<file path="src/rtl/uart_pkg.sv">
// rtl/uart_pkg.sv - shared types and constants for the UART byte receiver
package uart_pkg;

    typedef enum logic [2:0] {
        IDLE   = 3'd0,
        START  = 3'd1,
        DATA   = 3'd2,
        PARITY = 3'd3,
        STOP   = 3'd4,
        BREAK  = 3'd5
    } rx_state_t;

    localparam int CLKS_PER_BIT_DEF = 10417;

    // Width that holds 0..n-1, never narrower than one bit.
    function automatic int cnt_width(input int n);
        return (n < 2) ? 1 : $clog2(n);
    endfunction

endpackage

</file>
<file path="src/rtl/sync_2ff.sv">
// rtl/sync_2ff.sv - two-flop synchronizer with a parameterised reset value
module sync_2ff #(
    parameter logic RESET_VAL = 1'b1
) (
    input  logic clk,
    input  logic clr,
    input  logic d_i,
    output logic q_o
);

    logic meta_q;
    logic sync_q;

    always_ff @(posedge clk) begin
        if (clr) begin
            meta_q <= RESET_VAL;
            sync_q <= RESET_VAL;
        end else begin
            meta_q <= d_i;
            sync_q <= meta_q;
        end
    end

    assign q_o = sync_q;

endmodule

</file>
<file path="src/rtl/uart_rx_byte.sv">
// rtl/uart_rx_byte.sv - mid-bit sampling 8N1 UART receiver (even parity with UART_RX_PARITY_EN)
module uart_rx_byte
    import uart_pkg::*;
#(
    parameter int CLKS_PER_BIT = CLKS_PER_BIT_DEF,
    parameter int DATA_BITS    = 8
) (
    input  logic                 clk,
    input  logic                 clr,
    input  logic                 rx,
    output logic [DATA_BITS-1:0] data_out,
    output logic                 valid,
    output logic                 frame_err,
    output logic                 busy,
    output logic                 parity_err
);

    localparam int CNT_W = cnt_width(CLKS_PER_BIT);
    localparam int IDX_W = cnt_width(DATA_BITS);
    localparam logic [CNT_W-1:0] HALF_CNT = CNT_W'(CLKS_PER_BIT / 2 - 1);
    localparam logic [CNT_W-1:0] FULL_CNT = CNT_W'(CLKS_PER_BIT - 1);
    localparam logic [IDX_W-1:0] LAST_IDX = IDX_W'(DATA_BITS - 1);

    logic                 rx_s;
    rx_state_t            state_q;
    logic [CNT_W-1:0]     cnt_q;
    logic [IDX_W-1:0]     bit_idx_q;
    logic [DATA_BITS-1:0] shreg_q;
    logic [DATA_BITS-1:0] data_q;
    logic                 valid_q;
    logic                 frame_err_q;
`ifdef UART_RX_PARITY_EN
    logic                 par_bad_q;
    logic                 parity_err_q;
`endif

    sync_2ff #(.RESET_VAL(1'b1)) u_sync (
        .clk (clk),
        .clr (clr),
        .d_i (rx),
        .q_o (rx_s)
    );

    always_ff @(posedge clk) begin
        if (clr) begin
            state_q     <= IDLE;
            cnt_q       <= '0;
            bit_idx_q   <= '0;
            shreg_q     <= '0;
            data_q      <= '0;
            valid_q     <= 1'b0;
            frame_err_q <= 1'b0;
`ifdef UART_RX_PARITY_EN
            par_bad_q    <= 1'b0;
            parity_err_q <= 1'b0;
`endif
        end else begin
            valid_q     <= 1'b0;
            frame_err_q <= 1'b0;
`ifdef UART_RX_PARITY_EN
            parity_err_q <= 1'b0;
`endif
            case (state_q)
                IDLE: begin
                    if (!rx_s) begin
                        state_q <= START;
                        cnt_q   <= '0;
                    end
                end
                START: begin
                    if (cnt_q == HALF_CNT) begin
                        cnt_q <= '0;
                        if (!rx_s) begin
                            state_q   <= DATA;
                            bit_idx_q <= '0;
                        end else begin
                            state_q <= IDLE;
                        end
                    end else begin
                        cnt_q <= cnt_q + 1'b1;
                    end
                end
                DATA: begin
                    if (cnt_q == FULL_CNT) begin
                        cnt_q              <= '0;
                        shreg_q[bit_idx_q] <= rx_s;
                        if (bit_idx_q == LAST_IDX) begin
`ifdef UART_RX_PARITY_EN
                            state_q <= PARITY;
`else
                            state_q <= STOP;
`endif
                        end else begin
                            bit_idx_q <= bit_idx_q + 1'b1;
                        end
                    end else begin
                        cnt_q <= cnt_q + 1'b1;
                    end
                end
`ifdef UART_RX_PARITY_EN
                PARITY: begin
                    if (cnt_q == FULL_CNT) begin
                        cnt_q     <= '0;
                        par_bad_q <= rx_s ^ (^shreg_q);
                        state_q   <= STOP;
                    end else begin
                        cnt_q <= cnt_q + 1'b1;
                    end
                end
`endif
                STOP: begin
                    if (cnt_q == FULL_CNT) begin
                        cnt_q <= '0;
                        if (rx_s) begin
                            state_q <= IDLE;
`ifdef UART_RX_PARITY_EN
                            if (par_bad_q) begin
                                parity_err_q <= 1'b1;
                            end else begin
                                data_q  <= shreg_q;
                                valid_q <= 1'b1;
                            end
`else
                            data_q  <= shreg_q;
                            valid_q <= 1'b1;
`endif
                        end else begin
                            // A low stop bit means a break or misframe; wait for idle.
                            state_q     <= BREAK;
                            frame_err_q <= 1'b1;
                        end
                    end else begin
                        cnt_q <= cnt_q + 1'b1;
                    end
                end
                BREAK: begin
                    if (rx_s) begin
                        state_q <= IDLE;
                        cnt_q   <= '0;
                    end
                end
                default: begin
                    state_q <= IDLE;
                    cnt_q   <= '0;
                end
            endcase
        end
    end

    assign data_out  = data_q;
    assign valid     = valid_q;
    assign frame_err = frame_err_q;
    assign busy      = (state_q != IDLE);
`ifdef UART_RX_PARITY_EN
    assign parity_err = parity_err_q;
`else
    assign parity_err = 1'b0;
`endif

endmodule

</file>
<file path="config.mk">
export PLATFORM = sky130hd
export DESIGN_NAME = uart_rx_byte
export DESIGN_NICKNAME = d
export VERILOG_FILES = /design/src/rtl/uart_pkg.sv /design/src/rtl/sync_2ff.sv /design/src/rtl/uart_rx_byte.sv
export SDC_FILE = /design/constraint.sdc
export NUM_CORES = 1
export LEC_CHECK = 0
export BUFFER_PORTS_ARGS = -buffer_cell sky130_fd_sc_hd__buf_2
export CORE_AREA = 2 2 57 86
export DETAILED_ROUTE_END_ITERATION = 6
export DIE_AREA = 0 0 59 88
export RECOVER_POWER = 25
export REMOVE_ABC_BUFFERS = 1
export SLEW_MARGIN = 5
export SYNTH_ARGS = -nofsm -noshare
export SYNTH_HDL_FRONTEND = slang
export SYNTH_SLANG_ARGS = --single-unit
export TNS_END_PERCENT = 10
</file>
<file path="constraint.sdc">
create_clock -name clk -period 2.51 [get_ports clk]
set_input_delay 0.251 -clock clk [delete_from_list [all_inputs] [get_ports clk]]
set_output_delay 0.251 -clock clk [all_outputs]
set_load 0.005 [all_outputs]
</file>
### Word level (Yosys, flattened, before mapping)

Index checks and enable logic that the tools add are counted.

* add/subtract/negate cells: 2
* multipliers: 0
* div/mod/pow operators: 0
* order comparisons: 2
* equal/unequal tests: 15
* shift operators: 0
* mux-type cells: 24
* bitwise operators: 2
* reductions and logical operators: 11

Operators by type and width (number)
* 14-bit 2-to-1 mux: 4
* 14-bit case mux with 4 select lines: 1
* 3-bit 2-to-1 mux: 11
* 3-bit case mux with 5 select lines: 1
* 14-bit by 1-bit adder with 14-bit output (second input constant): 1
* 14-bit by 13-bit == test with 1-bit output (second input constant): 1
* 14-bit == test (second input constant): 1
* 2-bit != test (second input constant): 7
* 3-bit == test (second input constant): 3
* 8-bit bitwise mux: 1
* 3-bit case mux with 2 select lines: 1
* 6-bit AND reduction: 1
* 5-bit AND reduction: 1
* 3-bit by 4-bit < comparator with 1-bit output (second input constant): 1
* 2-bit AND reduction: 2
* 3-bit by 1-bit adder with 3-bit output (second input constant): 1
* 1-bit demux with 3-bit select: 1
* 3-bit by 1-bit == test with 1-bit output (second input constant): 1
* 3-bit by 2-bit == test with 1-bit output (second input constant): 1
* 3-bit by 1-bit >= comparator with 1-bit output (second input constant): 1
* 3-bit logical NOT: 1
* 1-bit 2-to-1 mux: 3
* 3-bit AND reduction: 1
* 3-bit nonzero test: 1
* 7 further kinds: 8

* register bits after elaboration: 40
* bits in latches: 0
* RAM bits: 0
* ROM bits: 0
* output and inout port bits: 12
* logic and storage cells: 65
* memories: 0

### Logic depth before layout (Yosys ltp)

* depth in word-level cells: 5
* depth in mapped cells: 8

### Hierarchy

Synthesis repeated with hierarchy kept, for this count alone.

* cell total of the unflattened synthesis: 219
* area, all modules: 1936.9 um^2

By module, submodules not included
* uart_rx_byte: times used 1, cells an instance 215, area an instance 1884.3 um^2, seq. area each 760.7 um^2
* sync_2ff: times used 1, cells an instance 4, area an instance 52.6 um^2, seq. area each 40.0 um^2

### Worst setup path before layout

No wires, ideal clock.

* path kind: register -> register
* start: reg cnt_q[3]
* end: reg bit_idx_q[1]
* arrival: 2012 ps
* path slack: 427 ps
* stages on the path, launching flop included: 7
* period minus slack after synthesis: 2083 ps
* path through: dfxtp_1 buf_6 or4b_4 or2_4 o31a_1 or4b_1 a21oi_1

* cells in the longest elaborated chain, start to end: 3
* elaborated cells on any way between the ends: 5
* classes of those cells: 4 x eq/ne; 1 x reduce/logical

RTL lines
* start: declaration: RTL line uart_rx_byte.sv:26 `logic [CNT_W-1:0] cnt_q;`
* start signal: assignment: RTL line uart_rx_byte.sv:80 `cnt_q <= cnt_q + 1'b1;`
* start signal: assignment: RTL line uart_rx_byte.sv:97 `cnt_q <= cnt_q + 1'b1;`
* start signal: assignment: RTL line uart_rx_byte.sv:133 `cnt_q <= cnt_q + 1'b1;`
* 14-bit == test or 14-bit by 13-bit == test with 1-bit output (tied branches): RTL line uart_rx_byte.sv:84, uart_rx_byte.sv:71
* 2-bit != test (no source line)
* 5-bit AND reduction (no source line) *
* end signal: assignment: RTL line uart_rx_byte.sv:94 `bit_idx_q <= bit_idx_q + 1'b1;`
* end: declaration: RTL line uart_rx_byte.sv:27 `logic [IDX_W-1:0] bit_idx_q;`

Mark *: on every way between the ends. The rest lies on a longest branch, timed or not.
A chain may end at the register's enable or synchronous reset.

### Worst setup path in the final report

* start: reg cnt_q[9]
* end: reg bit_idx_q[1]

Same word-level chain as after synthesis.

==> metrics.cfg <==
[outcome]
outcome=finished, final reports clean

[logic_synthesis]
synthFlopType=dfxtp_1
netlist_area_mm2=0.00194
synth.distinct_cells=48
syn_avg_cell_area_um2=9.04
synth_edf_count=0
synth_most_common_cell=dfxtp_1
async_flop_share_pct=0
syn_inst=215
yosysTopAreaCell=dfxtp_1
synth_warnings=0
yosys.area.top_type_share_pct=41.2
synth_area_leaders=dfxtp_1 41%, mux2i_1 8.8%, nor2_1 6.2%
synth_common_cells=40 x dfxtp_1, 32 x nor2_1, 17 x mux2i_1
ys_seq_area_share_pct=41.2
ys_ff_latch=40

[clock_network]
root_buffer=clkbuf_8
cts.path.max_buffers=2
htreeDepth=2
cts.sinks=40
cts_hold_buffers=0
cts_tree=done
cts_resized=0
post_cts_buffers=0
clk_latency_ns=0.30
path_clk_slew_ns=0.08
cts_buffers=5

[floorplan]
die_area_mm2=0.00519
pin_count=15
fp-row-count=30
die-height_um=88
design.core.area_mm2=0.00443
initial_utilization_pct=43.9
dieWidth_um=59

[setup_path]
cp_max_fo=7
cp.depth=5
crit_path_start_kind=flip-flop
crit_path_start=cnt_q[9]
slowest_delay_ns=0.56
timing.rr.start=cnt_q[9]
crit_slowest_cell=or4b_4
end_kind=flip-flop
crit_type=reg -> reg
cp-endpoint=bit_idx_q[1]
required_ns=2.72
rrSetupSlack_ns=0.31
cp_num_buf_inv=0
reg2regPathDepth=5
r2r-end=bit_idx_q[1]
critical-path-top-delay-family=simple AND/OR/NAND/NOR gates
cp.arrival_ns=2.41
cp_cell_sequence=or4b_4 > or2_4 > o31a_1 > or4b_1 > a21oi_1

[pwr]
clkPwrFrac_pct=44.1
power_report.internal_total_w=0.000952
power_frac_seq_pct=52.2
p_sw_share_pct=22.6
powerDensity_mw_per_mm2=572
pwr-share-comb_pct=3.8
peakVddDrop_v=0.000220
p_leak_nw=0.760
power_switching_w=0.000279

[timing]
drv_slew=0
tightestPinTransition_ns=1.36
finalCritPeriodShare_pct=87.7
hold_viol=0
tns_ns=0
rsz0062_at_grt=no
fmax_mhz=454
setup_viol=0
min_period_ns=2.20
finClkSkew_ns=0.00702
slew_headroom_pct=9.39

[place]
place_area_mm2=0.00205
gp_congestion=0.849
dp.final_hpwl_um=2910
port-buffer-count=13

[global_route]
track_usage_pct=17.2
grt_pass1_wl_um=6720
grt_pass1_vias=1407
antenna_found_initial=0
grt-ovfl-total=0
grt_max_degree=33

[cells_and_area]
diodes=0
stdcell_area_mm2=0.00215
fin_util_pct=48.6
area_growth_pct=10.8
drive_gt1_share_pct=13.5
layout.nets=235

[detailed_routing]
via_per_inst=5.65
routed.top_layer=met4
routedLengthMet1_um=1770
antenna_left=0
wire_per_inst_um=14.7
dr_wl_met2_um=2120
wl_um=4080
met3_length_um=85
vias=1564
route.detailed.drc=0
dr.pass1.iters=4
drt-initial-drc-count=51

[min_path]
hp-class=in -> reg

[run]
max-cap-violations=0

power groups by stage:
stage	clock, W	sequential [W]	combinational, W
2_1_floorplan	0	0.000656	0.0000244
3_3_place_gp	0	0.000657	0.0000469
3_5_place_dp	0	0.000657	0.0000471
4_1_cts	0.000563	0.000642	0.0000473
5_1_grt	0.000588	0.000643	0.0000514
6_report	0.000542	0.000642	0.0000465
sequential cells by signal, summed over array words and instances, names as in the netlist:
name / count
bit_idx_q: 3
frame_err: 1
cnt_q: 14
u_sync.q_o: 1
state_q: 3
valid: 1
u_sync.meta_q: 1
data_out: 8
shreg_q: 8
routing by layer:
layer / GRT usage [%] / up-vias
li1: - / 791
met1: 18.5 / 747
met2: 30.9 / 18
met3: 3.55 / 8
met4: 8.88 / 0
met5: 0 / -
stage by stage:
| stage | hold slack (ns) | cells | worst slack, ns | total power, W |
|---|---|---|---|---|
| 2_1_floorplan | 0.320 | 203 | 0.348 | 0.000681 |
| 3_3_place_gp | 0.412 | 269 | 0.378 | 0.000704 |
| 3_5_place_dp | 0.402 | 269 | 0.349 | 0.000704 |
| 4_1_cts | 0.120 | 277 | 0.325 | 0.00125 |
| 5_1_grt | 0.120 | 277 | 0.158 | 0.00128 |
| 6_report | 0.129 | 277 | 0.308 | 0.00123 |
layout by cell type, fill, tap and decap left out, types with 6 or more instances in the layout:
master     n
mux2i_1   17
nand2_1    9
nand4_1    9
nor3_1     6
nor2_1    32
a21oi_1    7
buf_2      6
nand3_1    7
xnor2_1    9
clkbuf_1   6
dfxtp_1   40
final cells by class:
class	count	area, µm²
Fill cell	459	2280
Timing Repair Buffer	18	93.8
Inverter	3	11.3
Multi-Input combinational cell	160	1070
Sequential cell	40	801
Tap cell	48	60.1
Clock buffer	5	68.8
Clock inverter	3	47.5
cell families (layout without fill, tap and decap cells):
family                   after synthesis  after routing  share of synthesized area [%]
XOR/XNOR                              10             10                           4.51
other                                  1              1                          0.193
flip-flops                            40             40                           41.2
multiplexers                          18             18                           9.34
buffers and inverters                 15             29                           3.67
AND/OR/NAND/NOR                      106            106                           31.7
AO/OA/AOI/OAI                         21             21                           6.83
adder cells (fa/ha/maj)                4              4                           2.58
worst register-to-register path, stage by stage, from the launching register on:
cell and delay [ns]:
dfxtp_1 0.39, or4b_4 0.56, or2_4 0.28, o31a_1 0.28, or4b_1 0.47, a21oi_1 0.15
worst min path at each step:
stage                              from            end  slack, ns  depth (start not counted)
after CTS                            rx  u_sync.meta_q       0.12                          2
after floorplan                     clr   bit_idx_q[0]       0.32                          1
final                                rx  u_sync.meta_q       0.13                          2
after global routing                 rx  u_sync.meta_q       0.12                          2
after global placement    u_sync.meta_q     u_sync.q_o       0.41                          1
after detailed placement  u_sync.meta_q     u_sync.q_o       0.40                          1
Power figures use the tool's default switching activity.
